**src/rtl/as_imem_load_ctrl.sv**
```systemverilog
// I-Mem initial-load sequencer: buffers scan words, writes them to I-Mem, holds the core in reset.
// Optional AS_IMEM_VERIFY_EN adds a read-back VERIFY cycle after every write.
module as_imem_load_ctrl #(
    parameter int IMEM_AW    = 10,
    parameter int DW         = 32,
    parameter int FIFO_DEPTH = 4,
    parameter int RST_CYCLES = 10
) (
    input  logic               clk_i,
    input  logic               rstn_i,
    input  logic               load_req_i,
    input  logic               scan_valid_i,
    input  logic [IMEM_AW-1:0] scan_addr_i,
    input  logic [DW-1:0]      scan_data_i,
    output logic               scan_ready_o,
    input  logic [IMEM_AW-1:0] core_addr_i,
    output logic [DW-1:0]      core_data_o,
    output logic [IMEM_AW-1:0] imem_addr_o,
    output logic [DW-1:0]      imem_wdata_o,
    output logic               imem_we_o,
    input  logic [DW-1:0]      imem_rdata_i,
    output logic               core_rst_o,
    output logic               loading_o,
    output logic [IMEM_AW:0]   load_cnt_o,
    output logic               ovf_o,
    output logic               verify_err_o
);
    localparam int PW = $clog2(FIFO_DEPTH);
    localparam int CW = $clog2(RST_CYCLES + 1);
    localparam logic [PW:0]      DEPTH_C = (PW+1)'(FIFO_DEPTH);
    localparam logic [IMEM_AW:0] CNT_MAX = {1'b1, {IMEM_AW{1'b0}}};
    localparam logic [CW-1:0]    HOLD_C  = CW'(RST_CYCLES - 1);

    typedef enum logic [1:0] {S_HOLD, S_RUN, S_LOAD, S_DRAIN} state_t;

    state_t             state_q, state_d;
    logic [CW-1:0]      hcnt_q;
    logic [PW-1:0]      wr_ptr_q, rd_ptr_q;
    logic [PW:0]        cnt_q;
    logic [IMEM_AW-1:0] f_addr [FIFO_DEPTH];
    logic [DW-1:0]      f_data [FIFO_DEPTH];
    logic [IMEM_AW:0]   load_cnt_q;
    logic               ovf_q;
    logic               full, empty, active, push, pop, drop, load_entry, vfy_busy;

    assign full         = (cnt_q == DEPTH_C);
    assign empty        = (cnt_q == '0);
    assign active       = (state_q == S_LOAD) || (state_q == S_DRAIN);
    assign scan_ready_o = (state_q == S_LOAD) && !full;
    assign push         = scan_valid_i && scan_ready_o;
    assign drop         = scan_valid_i && !scan_ready_o;
    assign pop          = active && !empty && !vfy_busy;
    assign load_entry   = (state_q == S_RUN) && load_req_i;

`ifdef AS_IMEM_VERIFY_EN
    logic               vfy_q, verr_q;
    logic [IMEM_AW-1:0] vfy_addr_q;
    logic [DW-1:0]      vfy_data_q;

    // The cycle after a write re-reads the same address and compares.
    always_ff @(posedge clk_i or negedge rstn_i) begin
        if (!rstn_i) begin
            vfy_q      <= 1'b0;
            verr_q     <= 1'b0;
            vfy_addr_q <= '0;
            vfy_data_q <= '0;
        end else begin
            vfy_q <= pop;
            if (pop) begin
                vfy_addr_q <= f_addr[rd_ptr_q];
                vfy_data_q <= f_data[rd_ptr_q];
            end
            if (load_entry)
                verr_q <= 1'b0;
            else if (vfy_q && (imem_rdata_i != vfy_data_q))
                verr_q <= 1'b1;
        end
    end
    assign vfy_busy     = vfy_q;
    assign verify_err_o = verr_q;
`else
    assign vfy_busy     = 1'b0;
    assign verify_err_o = 1'b0;
`endif

    always_comb begin
        state_d = state_q;
        case (state_q)
            S_HOLD:  if (hcnt_q == '0) state_d = S_RUN;
            S_RUN:   if (load_req_i) state_d = S_LOAD;
            S_LOAD:  if (!load_req_i) state_d = S_DRAIN;
            S_DRAIN: if (empty && !vfy_busy) state_d = S_HOLD;
            default: state_d = S_HOLD;
        endcase
    end

    always_ff @(posedge clk_i or negedge rstn_i) begin
        if (!rstn_i) begin
            state_q    <= S_HOLD;
            hcnt_q     <= HOLD_C;
            wr_ptr_q   <= '0;
            rd_ptr_q   <= '0;
            cnt_q      <= '0;
            load_cnt_q <= '0;
            ovf_q      <= 1'b0;
        end else begin
            state_q <= state_d;
            if (state_q == S_DRAIN && state_d == S_HOLD)
                hcnt_q <= HOLD_C;
            else if (state_q == S_HOLD && hcnt_q != '0)
                hcnt_q <= hcnt_q - 1'b1;
            if (push) wr_ptr_q <= wr_ptr_q + 1'b1;
            if (pop)  rd_ptr_q <= rd_ptr_q + 1'b1;
            case ({push, pop})
                2'b10:   cnt_q <= cnt_q + 1'b1;
                2'b01:   cnt_q <= cnt_q - 1'b1;
                default: cnt_q <= cnt_q;
            endcase
            if (load_entry)
                load_cnt_q <= '0;
            else if (pop && load_cnt_q != CNT_MAX)
                load_cnt_q <= load_cnt_q + 1'b1;
            // A drop in the same cycle as load entry is still reported.
            if (drop)
                ovf_q <= 1'b1;
            else if (load_entry)
                ovf_q <= 1'b0;
        end
    end

    always_ff @(posedge clk_i) begin
        if (push) begin
            f_addr[wr_ptr_q] <= scan_addr_i;
            f_data[wr_ptr_q] <= scan_data_i;
        end
    end

    always_comb begin
        imem_addr_o  = f_addr[rd_ptr_q];
        imem_wdata_o = f_data[rd_ptr_q];
        core_data_o  = DW'(32'h0000_0013);
        if (state_q == S_RUN) begin
            imem_addr_o = core_addr_i;
            core_data_o = imem_rdata_i;
        end else if (vfy_busy) begin
`ifdef AS_IMEM_VERIFY_EN
            imem_addr_o = vfy_addr_q;
`endif
        end
    end

    assign imem_we_o  = pop;
    assign core_rst_o = (state_q != S_RUN);
    assign loading_o  = active;
    assign load_cnt_o = load_cnt_q;
    assign ovf_o      = ovf_q;
endmodule

```
**config.mk**
```make
export PLATFORM = sky130hd
export DESIGN_NAME = as_imem_load_ctrl
export DESIGN_NICKNAME = d
export VERILOG_FILES = /design/src/rtl/as_imem_load_ctrl.sv
export SDC_FILE = /design/constraint.sdc
export NUM_CORES = 1
export LEC_CHECK = 0
export CAP_MARGIN = 0
export CORE_UTILIZATION = 30
export DETAILED_ROUTE_END_ITERATION = 10
export HOLD_SLACK_MARGIN = 0.03
export SLEW_MARGIN = 30
export SYNTH_ARGS = -nofsm -noshare
export SYNTH_HDL_FRONTEND = slang
export SYNTH_SLANG_ARGS = --single-unit
```
**constraint.sdc**
```tcl
create_clock -name clk_i -period 5.2 [get_ports clk_i]
set_clock_uncertainty 0.1 [all_clocks]
set_input_delay 0.52 -clock clk_i [delete_from_list [all_inputs] [get_ports clk_i]]
set_output_delay 0.52 -clock clk_i [all_outputs]
set_load 0.005 [all_outputs]
```
Yosys cells after proc, flatten, opt, wreduce, memory -nomap -nowiden
Memories as Yosys holds them, arrays and structs flattened.
Index checks and enable logic that the tools add are counted.
{ "totals": {"wordCells": 60, "output_inout_bits": 91, "in_bits": 88, "mem_bits_rw": 168, "mem_count": 2, "regBits": 25} }
{ "op_classes": {"addsub": 6, "n_eq_ne": 8, "n_reduce_logical": 21, "muxes": 16} }
{ "mem_list": {"columns": ["memory", "words", "width", "rd", "rd_clocked_by_memory_dff", "wr", "line_no", "rtl"], "rows": [
  ["f_data", 4, 32, 1, 0, 1, "41", "logic [DW-1:0] f_data [FIFO_DEPTH];"],
  ["f_addr", 4, 10, 1, 0, 1, "40", "logic [IMEM_AW-1:0] f_addr [FIFO_DEPTH];"]
]} }
{ "op_table": {"columns": ["op", "count"], "rows": [
  ["2-to-1 mux 32 bit", 1],
  ["2-to-1 mux 11 bit", 2],
  ["adder 11 x 1 -> 11 bit (second input constant)", 1],
  ["!= test 11 bit (second input constant)", 1],
  ["2-to-1 mux 10 bit", 1],
  ["logical AND 1 bit", 8],
  ["2-to-1 mux 2 bit", 4],
  ["2-to-1 mux 4 bit", 2],
  ["one-hot mux 2 bit (4 select lines)", 1],
  ["nonzero test 2 bit", 4],
  ["== test 2 bit (second input constant)", 3],
  ["one-hot mux 3 bit (2 select lines)", 1],
  ["adder 2 x 1 -> 2 bit (second input constant)", 2],
  ["== test 2 x 1 -> 1 bit (second input constant)", 2],
  ["zero test 2 bit", 2],
  ["zero test 4 bit", 1],
  ["2-to-1 mux 1 bit", 4],
  ["nonzero test 4 bit", 1],
  ["subtractor 4 x 1 -> 4 bit (second input constant)", 1],
  ["adder 3 x 1 -> 3 bit (second input constant)", 1],
  ["== test 3 bit (second input constant)", 1],
  ["zero test 1 bit", 3],
  ["zero test 3 bit", 1],
  ["subtractor 3 x 1 -> 3 bit (second input constant)", 1],
  ["other kinds (2)", 2]
]} }

Depth between registers and ports, before layout
{ "depth": {"word_depth": 6, "depth_mapped": 10, "ltp_nobuf": 9} }

Least setup slack after synthesis
OpenSTA, ideal clock, no wires.
{ "synth_path": {"path_kind": "reg2reg", "startpoint": "register state_q[0]", "endpoint": "memory f_addr[0][0] (enable)", "stages_incl_launch_ff": 4, "setup_time_ns": 0.403, "synth_period_minus_slack_ns": 2.500, "t_required_ns": 4.697, "t_arrival_ns": 1.997, "path_buffers": 0, "setup_slack_ns": 2.700, "cell_sequence": "dfrtp_1 -> nand2b_2 -> a211oi_4 -> and2_1"} }
{ "synth_between": {"elab_chain_cells": 5} }
{ "synth_lines": {"columns": ["item", "line_no", "rtl"], "rows": [
  ["from (decl)", "36", "state_t state_q, state_d;"],
  ["from (signal assigned)", "107", "state_q <= state_d;"],
  ["== test 2 bit", "49", "assign scan_ready_o = (state_q == S_LOAD) && !full;"],
  ["logical AND 1 bit", "49", null],
  ["logical AND 1 bit", "50", "assign push = scan_valid_i && scan_ready_o;"],
  ["2-to-1 mux 1 bit", "132", "if (push) begin"],
  ["2-to-1 mux 1 bit (implied by the code)", "133", "f_addr[wr_ptr_q] <= scan_addr_i;"],
  ["to (decl)", "40", null]
]} }
Every way passes these cells.

Worst setup path after layout
{ "layout_path": {"startpoint": "register rd_ptr_q[0]", "endpoint": "output imem_wdata_o[10]"} }
{ "layout_between": {"elab_chain_cells": 1} }
{ "layout_lines": {"columns": ["item", "line_no", "rtl"], "rows": [
  ["from (decl)", "38", "logic [PW-1:0] wr_ptr_q, rd_ptr_q;"],
  ["from (signal assigned)", "113", "if (pop) rd_ptr_q <= rd_ptr_q + 1'b1;"],
  ["memory (4 x 32 bit)", null, null],
  ["to (decl)", "19", "output logic [DW-1:0] imem_wdata_o,"]
]} }
Every way passes these cells.

==> flow_summary.json <==
{
  "grt_overflow": 0,
  "pwr-share-comb_pct": 33.5,
  "fmax_mhz": 322,
  "p_int_w": 0.00356,
  "drv_slew": 0,
  "cts.clk_slew.worst_paths_ps": 80,
  "area_growth_pct": 35.2,
  "synth.area.top_cells": "edfxtp_1, mux4_2, dfrtp_1, and2_1, mux2_2",
  "htreeDepth": 4,
  "hold_depth": 2,
  "min_period_ps": 3110,
  "required_ps": 4580,
  "max-vdd-ir-drop_mv": 0.247,
  "hold_end": "ovf_o",
  "grt_pass1_wl_mm": 26.3,
  "min_from": "ovf_o",
  "worst-path-buf-inv": 2,
  "antenna_found_initial": 0,
  "reg2reg_depth": 4,
  "sw_frac_of_total_pct": 29.6,
  "r2r_slack_ps": 2540,
  "worstHoldPathType": "reg -> reg",
  "rows": 58,
  "worstPathMaxFanout": 25,
  "num_io_pins": 179,
  "root_buffer": "clkbuf_16",
  "yosysWarnings": 0,
  "fin_cells": 940,
  "cts_buffer_depth": 2,
  "slowest_stage": "dfrtp_4",
  "path_cells": "buf_12 -> mux4_2 -> clkdlybuf4s50_1",
  "p_switching_w": 0.00150,
  "avgViaCountPerCell": 4.66,
  "multi_input_area_um2": 2040,
  "core_um2": 25500,
  "p_leak_nw": 3.56,
  "hold_viol_final": 0,
  "synth_edf_count": 168,
  "fp.dieW_um": 164,
  "cp-start-kind": "flip-flop",
  "hpwl_mm": 11.4,
  "cap_violations": 0,
  "antenna_cells": 0,
  "power_per_cell_area_nw_per_um2": 475,
  "tns_ps": 0,
  "cpLargestDelayFamily": "buffers and inverters",
  "cts.repair.resized": 0,
  "worst_path_largest_cell_delay_ps": 700,
  "insertion_delay_ps": 430,
  "worst-slew-pin-transition_ps": 701,
  "critical_path_class": "reg -> out",
  "wl_per_cell_um": 17.9,
  "synthDominantCellAreaShare_pct": 64.1,
  "grtUsageTotal_pct": 13.2,
  "worstReg2RegStart": "state_q[1]",
  "synth_flop_cell": "edfxtp_1",
  "post_cts_buffers": 0,
  "num_vias": 4377,
  "nets": 694,
  "synth-seq-area-share_pct": 72.0,
  "ys_async_sr_fraction_pct": 13.0,
  "firstDrtPassIters": 4,
  "synth_cell_types": 50,
  "gp_congestion": 0.724,
  "ant_nets": 0,
  "outcome": "complete, no violations",
  "drcViolationCount": 0,
  "dp_cells": 906,
  "fillerInstances": 2270,
  "synth_area_per_cell_um2": 19.0,
  "seq_area_um2": 5680,
  "io_buffers": 177,
  "end_kind": "primary output",
  "grt_max_degree": 45,
  "p_seq_share_pct": 40.8,
  "setup_viol": 0,
  "p_clk_share_pct": 25.7,
  "grt_pass1_vias": 4742,
  "synth_fp_nets": 511,
  "synth_top_area_cell": "edfxtp_1",
  "initialDrtViolationCount": 261,
  "grt_setup_unrepaired": "no",
  "die_height_um": 164,
  "worstPathArrival_ps": 2490,
  "wl_mm": 16.8,
  "r2r_end": "f_data[3][10]",
  "clkSinkCount": 193,
  "cts_made_buffers": 17,
  "ys_seq_elements": 193,
  "slew_headroom_pct": 53.3,
  "fin_crit_sh_pct": 59.8,
  "start_util_pct": 30.9,
  "ctsHoldBuffers": 1,
  "synthesis.area_um2": 7870,
  "drive_gt1_share_pct": 18.4,
  "synth_cells": 414,
  "cts_tree": "yes",
  "die-area_um2": 26900
}
## worst min-delay path: cells and delay by family, from the launching register on
family           cells  cell delay, ps
AND/OR/NAND/NOR      1              50
AO/OA/AOI/OAI        1              60
flip-flops           1             350
## synth_stat cells (5+ instances only)
master    number
nand2_1       10
edfxtp_1     168
mux4_2        42
buf_2          9
and2_1        34
mux2i_1        7
nor3_1         6
nand3_1        6
clkbuf_1       5
ha_1           8
mux2_2        12
nand2b_1       5
o21ai_0        5
inv_1         15
dfrtp_1       23
## cell families (layout without fill, tap and decap cells)
family,Yosys count,in the layout,synth area share (%)
other,1,1,0.0476
buffers and inverters,36,232,2.30
adder cells (fa/ha/maj),9,9,1.53
flip-flops,193,193,72.0
XOR/XNOR,6,6,0.667
AO/OA/AOI/OAI,23,23,2.19
AND/OR/NAND/NOR,85,85,6.60
multiplexers,61,61,14.6
## flip-flops by register name (all words and copies together) (netlist names)
| name | flops |
|---|---|
| cnt_q | 3 |
| f_addr | 40 |
| f_data | 128 |
| hcnt_q | 4 |
| load_cnt_o | 11 |
| ovf_o | 1 |
| rd_ptr_q | 2 |
| state_q | 2 |
| wr_ptr_q | 2 |
## cell type report
class / count / share of cell area, %
clock buffer: 17 / 4.00
clock inverter: 15 / 1.81
inverter: 15 / 0.529
multi-input combinational: 185 / 19.1
sequential: 193 / 53.3
tap: 330 / 3.88
timing repair buffer: 185 / 17.3
## power groups by stage
stage | clock network (W) | logic, W | registers, W
final | 0.00130 | 0.00169 | 0.00207
after global routing | 0.00140 | 0.00187 | 0.00210
after CTS | 0.00134 | 0.00166 | 0.00213
after detailed placement | 0 | 0.00164 | 0.00217
after global placement | 0 | 0.00162 | 0.00215
after floorplan | 0 | 0.000984 | 0.00199
## worst max-delay path by stage
| stage | start | end | slack [ps] | cells past startpoint |
|---|---|---|---|---|
| floorplan | state_q[0] | f_addr[0][0] | 2700 | 3 |
| global placement | rd_ptr_q[0] | imem_addr_o[1] | 2130 | 3 |
| detailed placement | rd_ptr_q[0] | imem_addr_o[2] | 2120 | 3 |
| CTS | rd_ptr_q[0] | imem_addr_o[2] | 1630 | 3 |
| global route | state_q[1] | core_data_o[3] | 1890 | 4 |
| finish | rd_ptr_q[0] | imem_wdata_o[10] | 2090 | 3 |
## cells in the final DEF (no fill, tap or decap), types with 2 or more instances in the layout
cell,instances
or4_1,3
mux2_2,12
edfxtp_1,168
ha_1,8
a21boi_1,2
inv_1,15
o21ai_0,5
o31ai_1,4
dfstp_2,2
buf_4,6
nor2_1,3
a31o_2,2
and2_1,30
xor2_1,2
o211ai_1,2
nor3_1,6
xnor2_1,4
a21oi_1,4
mux4_2,42
clkinv_8,7
mux2i_1,7
clkbuf_16,17
nand3_1,6
inv_6,3
nand2_1,10
dfrtp_1,21
nor4_1,4
and2_2,4
nand2b_1,5
clkdlybuf4s50_1,176
inv_12,2
## metrics by stage
stage               setup WS [ps]  total power [W]  cell area, µm²  utilization (%)  hold WS (ps)
global route                 1890          0.00536           10600             41.8           431
global placement             2130          0.00377            9990             39.2           378
detailed placement           2120          0.00381            9990             39.2           386
floorplan                    2700          0.00298            7870                -           124
finish                       2090          0.00506           10600             41.8           393
CTS                          1630          0.00513           10600             41.7           404
## metal layers
layer,wire (µm),vias up,track usage (%)
met2,8670,179,23.6
met3,1500,12,4.55
met5,0,-,0
met4,127,0,3.66
li1,-,1996,-
met1,6530,2190,14.9
(Power assumes the default switching activity.)
